[src/rtl/mem_access_unit.sv]
// Memory-stage load/store controller: handshakes with data memory, steers store lanes, extends loads.
// Latency: request registered one cycle after issue; result and op_valid one cycle after dmem_ready (min 2 stall cycles).
// Backpressure: stall holds the upstream pipeline while a request is pending; optional MEM_ACCESS_STATS_EN adds counters.
module mem_access_unit #(
    parameter int unsigned WAIT_MAX = 15
) (
    input  logic        clk,
    input  logic        reset,
    input  logic        ip_valid,
    input  logic        ip_MemRead,
    input  logic        ip_MemWrite,
    input  logic [2:0]  ip_funct3,
    input  logic [31:0] ip_alu_Result,
    input  logic [31:0] ip_Store_Data,
    output logic        stall,
    output logic        dmem_req,
    output logic        dmem_we,
    output logic [31:0] dmem_addr,
    output logic [31:0] dmem_wdata,
    output logic [3:0]  dmem_be,
    input  logic [31:0] dmem_rdata,
    input  logic        dmem_ready,
    output logic [31:0] op_Read_Data,
    output logic        op_valid,
    output logic        op_fault,
`ifdef MEM_ACCESS_STATS_EN
    output logic [31:0] op_load_count,
    output logic [31:0] op_store_count,
    output logic [31:0] op_stall_cycles,
`endif
    output logic        op_timeout
);

    typedef enum logic [1:0] {IDLE, ACCESS, DONE} state_t;

    state_t      state_q, state_d;
    logic [7:0]  wait_cnt_q, wait_cnt_d;
    logic [8:0]  wait_inc;
    logic        timeout_hit;

    logic        mem_op, is_load, is_store, legal, legal_op, illegal_op;
    logic [3:0]  st_be;
    logic [31:0] st_wdata;

    logic [1:0]  lat_off_q, lat_off_d;
    logic [2:0]  lat_f3_q, lat_f3_d;
    logic        lat_load_q, lat_load_d;
    logic [31:0] rdata_sh, load_ext;

    logic        req_d, we_d, valid_d, fault_d, timeout_d;
    logic [31:0] addr_d, wdata_d, rd_d;
    logic [3:0]  be_d;

    assign mem_op     = ip_valid & (ip_MemRead | ip_MemWrite);
    assign is_load    = ip_MemRead;
    assign is_store   = ip_MemWrite & ~ip_MemRead;
    assign legal_op   = mem_op & legal;
    assign illegal_op = mem_op & ~legal;

    // Unsigned variants exist only for loads; alignment follows the access size.
    always_comb begin
        legal = 1'b0;
        case (ip_funct3)
            3'b000:  legal = 1'b1;
            3'b100:  legal = is_load;
            3'b001:  legal = ~ip_alu_Result[0];
            3'b101:  legal = is_load & ~ip_alu_Result[0];
            3'b010:  legal = (ip_alu_Result[1:0] == 2'b00);
            default: legal = 1'b0;
        endcase
    end

    always_comb begin
        st_be    = 4'b1111;
        st_wdata = ip_Store_Data;
        case (ip_funct3[1:0])
            2'b00: begin
                st_be    = 4'b0001 << ip_alu_Result[1:0];
                st_wdata = {4{ip_Store_Data[7:0]}};
            end
            2'b01: begin
                st_be    = 4'b0011 << {ip_alu_Result[1], 1'b0};
                st_wdata = {2{ip_Store_Data[15:0]}};
            end
            default: begin
                st_be    = 4'b1111;
                st_wdata = ip_Store_Data;
            end
        endcase
    end

    assign rdata_sh = dmem_rdata >> {lat_off_q, 3'b000};

    always_comb begin
        load_ext = rdata_sh;
        case (lat_f3_q)
            3'b000:  load_ext = {{24{rdata_sh[7]}}, rdata_sh[7:0]};
            3'b100:  load_ext = {24'd0, rdata_sh[7:0]};
            3'b001:  load_ext = {{16{rdata_sh[15]}}, rdata_sh[15:0]};
            3'b101:  load_ext = {16'd0, rdata_sh[15:0]};
            default: load_ext = rdata_sh;
        endcase
    end

    assign wait_inc    = {1'b0, wait_cnt_q} + 9'd1;
    assign timeout_hit = (wait_inc == 9'(WAIT_MAX));

    // Gated by reset so the pipeline is released the moment reset asserts.
    assign stall = reset & (((state_q == IDLE) & legal_op) | (state_q == ACCESS));

    always_ff @(posedge clk or negedge reset) begin
        if (!reset) begin
            state_q      <= IDLE;
            wait_cnt_q   <= 8'd0;
            dmem_req     <= 1'b0;
            dmem_we      <= 1'b0;
            dmem_addr    <= 32'd0;
            dmem_wdata   <= 32'd0;
            dmem_be      <= 4'd0;
            op_Read_Data <= 32'd0;
            op_valid     <= 1'b0;
            op_fault     <= 1'b0;
            op_timeout   <= 1'b0;
            lat_off_q    <= 2'd0;
            lat_f3_q     <= 3'd0;
            lat_load_q   <= 1'b0;
        end else begin
            state_q      <= state_d;
            wait_cnt_q   <= wait_cnt_d;
            dmem_req     <= req_d;
            dmem_we      <= we_d;
            dmem_addr    <= addr_d;
            dmem_wdata   <= wdata_d;
            dmem_be      <= be_d;
            op_Read_Data <= rd_d;
            op_valid     <= valid_d;
            op_fault     <= fault_d;
            op_timeout   <= timeout_d;
            lat_off_q    <= lat_off_d;
            lat_f3_q     <= lat_f3_d;
            lat_load_q   <= lat_load_d;
        end
    end

    always_comb begin
        state_d = state_q;
        case (state_q)
            IDLE:    if (legal_op) state_d = ACCESS;
            ACCESS:  if (dmem_ready || timeout_hit) state_d = DONE;
            DONE:    state_d = IDLE;
            default: state_d = IDLE;
        endcase
    end

    always_comb begin
        req_d      = dmem_req;
        we_d       = dmem_we;
        addr_d     = dmem_addr;
        wdata_d    = dmem_wdata;
        be_d       = dmem_be;
        rd_d       = op_Read_Data;
        valid_d    = 1'b0;
        fault_d    = 1'b0;
        timeout_d  = 1'b0;
        wait_cnt_d = wait_cnt_q;
        lat_off_d  = lat_off_q;
        lat_f3_d   = lat_f3_q;
        lat_load_d = lat_load_q;
        case (state_q)
            IDLE: begin
                if (legal_op) begin
                    req_d      = 1'b1;
                    we_d       = is_store;
                    addr_d     = {ip_alu_Result[31:2], 2'b00};
                    be_d       = is_store ? st_be : 4'b1111;
                    wdata_d    = is_store ? st_wdata : 32'd0;
                    wait_cnt_d = 8'd0;
                    lat_off_d  = ip_alu_Result[1:0];
                    lat_f3_d   = ip_funct3;
                    lat_load_d = is_load;
                end else if (illegal_op) begin
                    fault_d = 1'b1;
                end
            end
            ACCESS: begin
                // A late ready on the last permitted cycle still completes normally.
                if (dmem_ready) begin
                    req_d      = 1'b0;
                    valid_d    = 1'b1;
                    wait_cnt_d = 8'd0;
                    if (lat_load_q) rd_d = load_ext;
                end else if (timeout_hit) begin
                    req_d      = 1'b0;
                    valid_d    = 1'b1;
                    timeout_d  = 1'b1;
                    rd_d       = 32'd0;
                    wait_cnt_d = 8'd0;
                end else begin
                    wait_cnt_d = wait_inc[7:0];
                end
            end
            default: ;
        endcase
    end

`ifdef MEM_ACCESS_STATS_EN
    logic ld_done, st_done;
    assign ld_done = (state_q == ACCESS) & dmem_ready & lat_load_q;
    assign st_done = (state_q == ACCESS) & dmem_ready & ~lat_load_q;

    always_ff @(posedge clk or negedge reset) begin
        if (!reset) begin
            op_load_count   <= 32'd0;
            op_store_count  <= 32'd0;
            op_stall_cycles <= 32'd0;
        end else begin
            if (ld_done && op_load_count != 32'hFFFF_FFFF)
                op_load_count <= op_load_count + 32'd1;
            if (st_done && op_store_count != 32'hFFFF_FFFF)
                op_store_count <= op_store_count + 32'd1;
            if (stall && op_stall_cycles != 32'hFFFF_FFFF)
                op_stall_cycles <= op_stall_cycles + 32'd1;
        end
    end
`endif

endmodule

[config.mk]
export PLATFORM = sky130hd
export DESIGN_NAME = mem_access_unit
export DESIGN_NICKNAME = d
export VERILOG_FILES = /design/src/rtl/mem_access_unit.sv
export SDC_FILE = /design/constraint.sdc
export NUM_CORES = 1
export LEC_CHECK = 0
export CAP_MARGIN = 20
export CORE_UTILIZATION = 45
export CTS_CLUSTER_SIZE = 28
export DETAILED_ROUTE_END_ITERATION = 8
export MAX_ROUTING_LAYER = met4
export PLACE_DENSITY_LB_ADDON = 0.15
export SLEW_MARGIN = 30
export SYNTH_ARGS = -nofsm -noshare
export SYNTH_HDL_FRONTEND = slang
export SYNTH_SLANG_ARGS = --single-unit
[constraint.sdc]
create_clock -name clk -period 4.3 [get_ports clk]
set_clock_uncertainty 0.15 [all_clocks]
set_input_delay 0.86 -clock clk [delete_from_list [all_inputs] [get_ports clk]]
set_output_delay 0.86 -clock clk [all_outputs]
set_load 0.02 [all_outputs]
==> summary.md <==
| Metric | Value |
|---|---|
| CP Launch Type | `input pin` |
| Critical Path Most Common Cell | `clkdlybuf4s50_1` |
| Max frequency | `275 MHz` |
| Clk sinks | `119` |
| Synth Register Bits | `119` |
| Cell family with most CP delay | `buffers and inverters` |
| Sum of negative setup slack | `0 ns` |
| Port bufs | `208` |
| Library cells used by synthesis | `58` |
| Post-Syn Instances | `518` |
| Post-synth top flop | `dfrtp_1` |
| Req. time, crit path | `about 3.3 ns` |
| Max-slew violations | `0` |
| Dpl cell area | `8190 sq um` |
| First-pass GRT wire length | `26.7 mm` |
| WL/cell | `17.8 um` |
| Placed cells | `875` |
| Routed wire length | `16.2 mm` |
| Avg Synthesized Cell Area | `11.6 sq um` |
| Least-Margin Pin Slew | `0.742 ns` |
| GRT Residual Overflow | `0` |
| WP buf/inv | `2` |
| Gates resized, CTS repair | `0` |
| Min Clock Period, post-route | `3.64 ns` |
| Fin. Hold Viols | `0` |
| RD Place Congestion | `0.849` |
| Placed wire-length estimate | `11.3 mm` |
| Finished Layout Cells | `907` |
| Worst-Skew Late Latency | `0.41 ns` |
| Max-Cap Viols | `0` |
| Area growth from synthesis to layout | `47.0%` |
| Initial core utilization | `0.468` |
| Peak VDD IR | `~0.00029 V` |
| Area fraction of the dominant cell type after synthesis | `0.496` |
| CTS Root Cell | `clkbuf_16` |
| NumNets Final | `about 830` |
| Multi-input logic area | `2750 sq um` |
| Part of the cycle the worst path needs | `0.846` |
| FF/Latch Area | `2980 sq um` |
| Die H | `~120 um` |
| Gr usage total | `0.253` |
| Slowest CP cell | `clkdlybuf4s50_1` |
| Status | `finished, final reports clean` |
| Die X | `117 um` |
| Iter 0 DRT Violations | `294` |
| Dominant cell type by area after synthesis | `dfrtp_1` |
| Most common cell after layout, fill and taps aside | `clkdlybuf4s50_1` |
| RSZ-0062 raised after global routing | `false` |
| Post-DRT Antenna Nets | `0` |
| Final setup viols | `0` |
| Maximum level of the CTS H-tree | `4` |
| Fraction of registers with async set or reset after synthesis | `1.00` |
| Residual DRC | `0` |
| Drt first pass iters | `4` |
| Vias per cell | `about 5.4` |
| Crit path kind | `in -> out` |
| CTS tree | `built` |
| Layout cell share with drive strength beyond 1 | `0.121` |
| Cells along the critical path | `clkdlybuf4s50_1 > nor4_2 > a311o_1 > and3_1 > clkdlybuf4s50_1` |
| Setup Fix Bufs, Post-CTS | `0` |
| CP peak stage delay | `roughly 0.60 ns` |
| CTS Buffer Depth | `2` |
| Crit end category | `output pin` |
| CP Data Arrival Time | `2.63 ns` |
| Vias in the first global route | `5014` |
| Design Area, Final | `8820 sq um` |
| Fin util | `0.688` |
| Post-synth design cell area | `between 5000 and 6000 sq um` |
| Inserted Clock Buffers | `17` |
| IO Pins | `211` |
| Synth warn | `0` |
| Cell Pwr Density | `578 nW/um^2` |
| Pleak | `roughly 3.9 nW` |
| Register area share after synthesis | `0.496` |
| Placement Rows | `41` |
| Maximum number of pins on one net before global-route repair | `120` |
| Antenna violations before repair | `0` |
| Min-Delay Path Class | `reg -> reg` |
| Commonest non-fill, non-tap cells in the layout | `clkdlybuf4s50_1 (207), dfrtp_1 (119), mux2_1 (71)` |
| Core area | `12800 sq um` |
| Clock slew at reported path FFs | `0.06 ns` |
| Largest fanout on the critical path | `5` |
| DIE AREA | `between 10000 and 15000 sq um` |
| Setup WS post-layout | `0.663 ns` |
| Max-slew headroom | `0.504` |
| Post-Place Worst Slack | `around 0.68 ns` |
| EDFF count, synth | `0` |
| Hold buffer count at cts | `0` |
| Diode count | `0` |
| Fillers | `1014` |
| Synth top area cells | `dfrtp_1 (50%), mux2_1 (13%), mux2i_1 (4.3%)` |
| DR vias | `approximately 4900` |
-- cell families (layout without fill, tap and decap cells) --
family / after synthesis / in the layout / share of synthesized area
AO/OA/AOI/OAI: 94 / 94 / 0.118
XOR/XNOR: 3 / 3 / 0.00438
adder cells (fa/ha/maj): 2 / 2 / 0.00417
buffers and inverters: 52 / 268 / 0.0465
flip-flops: 119 / 119 / 0.496
multiplexers: 122 / 122 / 0.227
other: 1 / 2 / 0.000625
AND/OR/NAND/NOR: 125 / 125 / 0.103
-- cell usage after synthesis (5+ instances only) --
master    count
a21oi_1      17
a221oi_1      7
a22o_1       10
buf_1         5
buf_2        10
buf_6         6
clkbuf_1      7
dfrtp_1     119
inv_1        15
mux2_1       71
mux2_2       22
mux2i_1      26
nand2_1      64
nor2_1       19
nor2b_1      12
o211ai_2      7
o21ai_0      12
o221ai_1      6
o22ai_1      16
-- path summary, 6_finish.rpt --
| path | startpoint | to | slack, ns | cells after the start |
|---|---|---|---|---|
| hold / removal | dmem_req$_DFFE_PN0P_ | dmem_req$_DFFE_PN0P_ | 0.33 | 1 |
| setup reg to reg | wait_cnt_q[0]$_DFFE_PN0P_ | op_Read_Data[20]$_DFFE_PN0P_ | 2.06 | 7 |
| min in group asynchronous | reset | op_Read_Data[21]$_DFFE_PN0P_ | 0.46 | 2 |
| setup / recovery | ip_alu_Result[0] | stall | 0.66 | 5 |
| hold reg to reg | dmem_req$_DFFE_PN0P_ | dmem_req$_DFFE_PN0P_ | 0.33 | 1 |
| max in group asynchronous | reset | dmem_wdata[16]$_DFFE_PN0P_ | 3.08 | 2 |
-- layout make-up --
class                           instances  share of cell area
Clock buffer                           17              0.0482
Clock inverter                         15              0.0230
Inverter                               19             0.00809
Tap cell                              172              0.0244
Multi-Input combinational cell        348               0.312
Timing Repair Buffer                  217               0.246
Sequential cell                       119               0.338
-- report_power, final --
part / total [W] / internal [W] / switching, W
clock network: 0.00149 / 0.000971 / 0.000519
registers: 0.00168 / 0.00146 / 0.000221
logic: 0.00192 / 0.000981 / 0.000943
total: 0.00509 / 0.00341 / 0.00168
-- routing by layer --
layer | GRT usage | part of all wire | up-vias
met2 | 0.391 | 0.49 | 174
met1 | 0.328 | 0.44 | 2424
met4 | 0.0921 | 0.016 | 0
met3 | 0.0552 | 0.059 | 17
li1 | - | - | 2269
met5 | - | 0 | -
-- worst register-to-register path, stage by stage (launching register included) --
cell and delay [ns]:
dfrtp_1 0.41, inv_1 0.11, ha_1 0.19, nor4bb_1 0.31, nand3_1 0.24, a21oi_2 0.19
buf_4 0.32, o221ai_1 0.19
-- state kept, by name (all words and copies together), names as in the netlist, 2 cells and up --
| name | cells |
|---|---|
| dmem_addr | 30 |
| dmem_be | 4 |
| dmem_wdata | 32 |
| lat_f3_q | 3 |
| lat_off_q | 2 |
| op_Read_Data | 32 |
| state_q | 2 |
| wait_cnt_q | 8 |
-- through the flow --
stage | hold slack (ns) | power, W
3_5_place_dp | 0.325 | 0.00362
4_1_cts | 0.338 | 0.00513
6_report | 0.334 | 0.00509
2_1_floorplan | 0.340 | 0.00268
5_1_grt | 0.349 | 0.00533
3_3_place_gp | 0.313 | 0.00357
No activity file was read; power rests on OpenSTA's default activity.
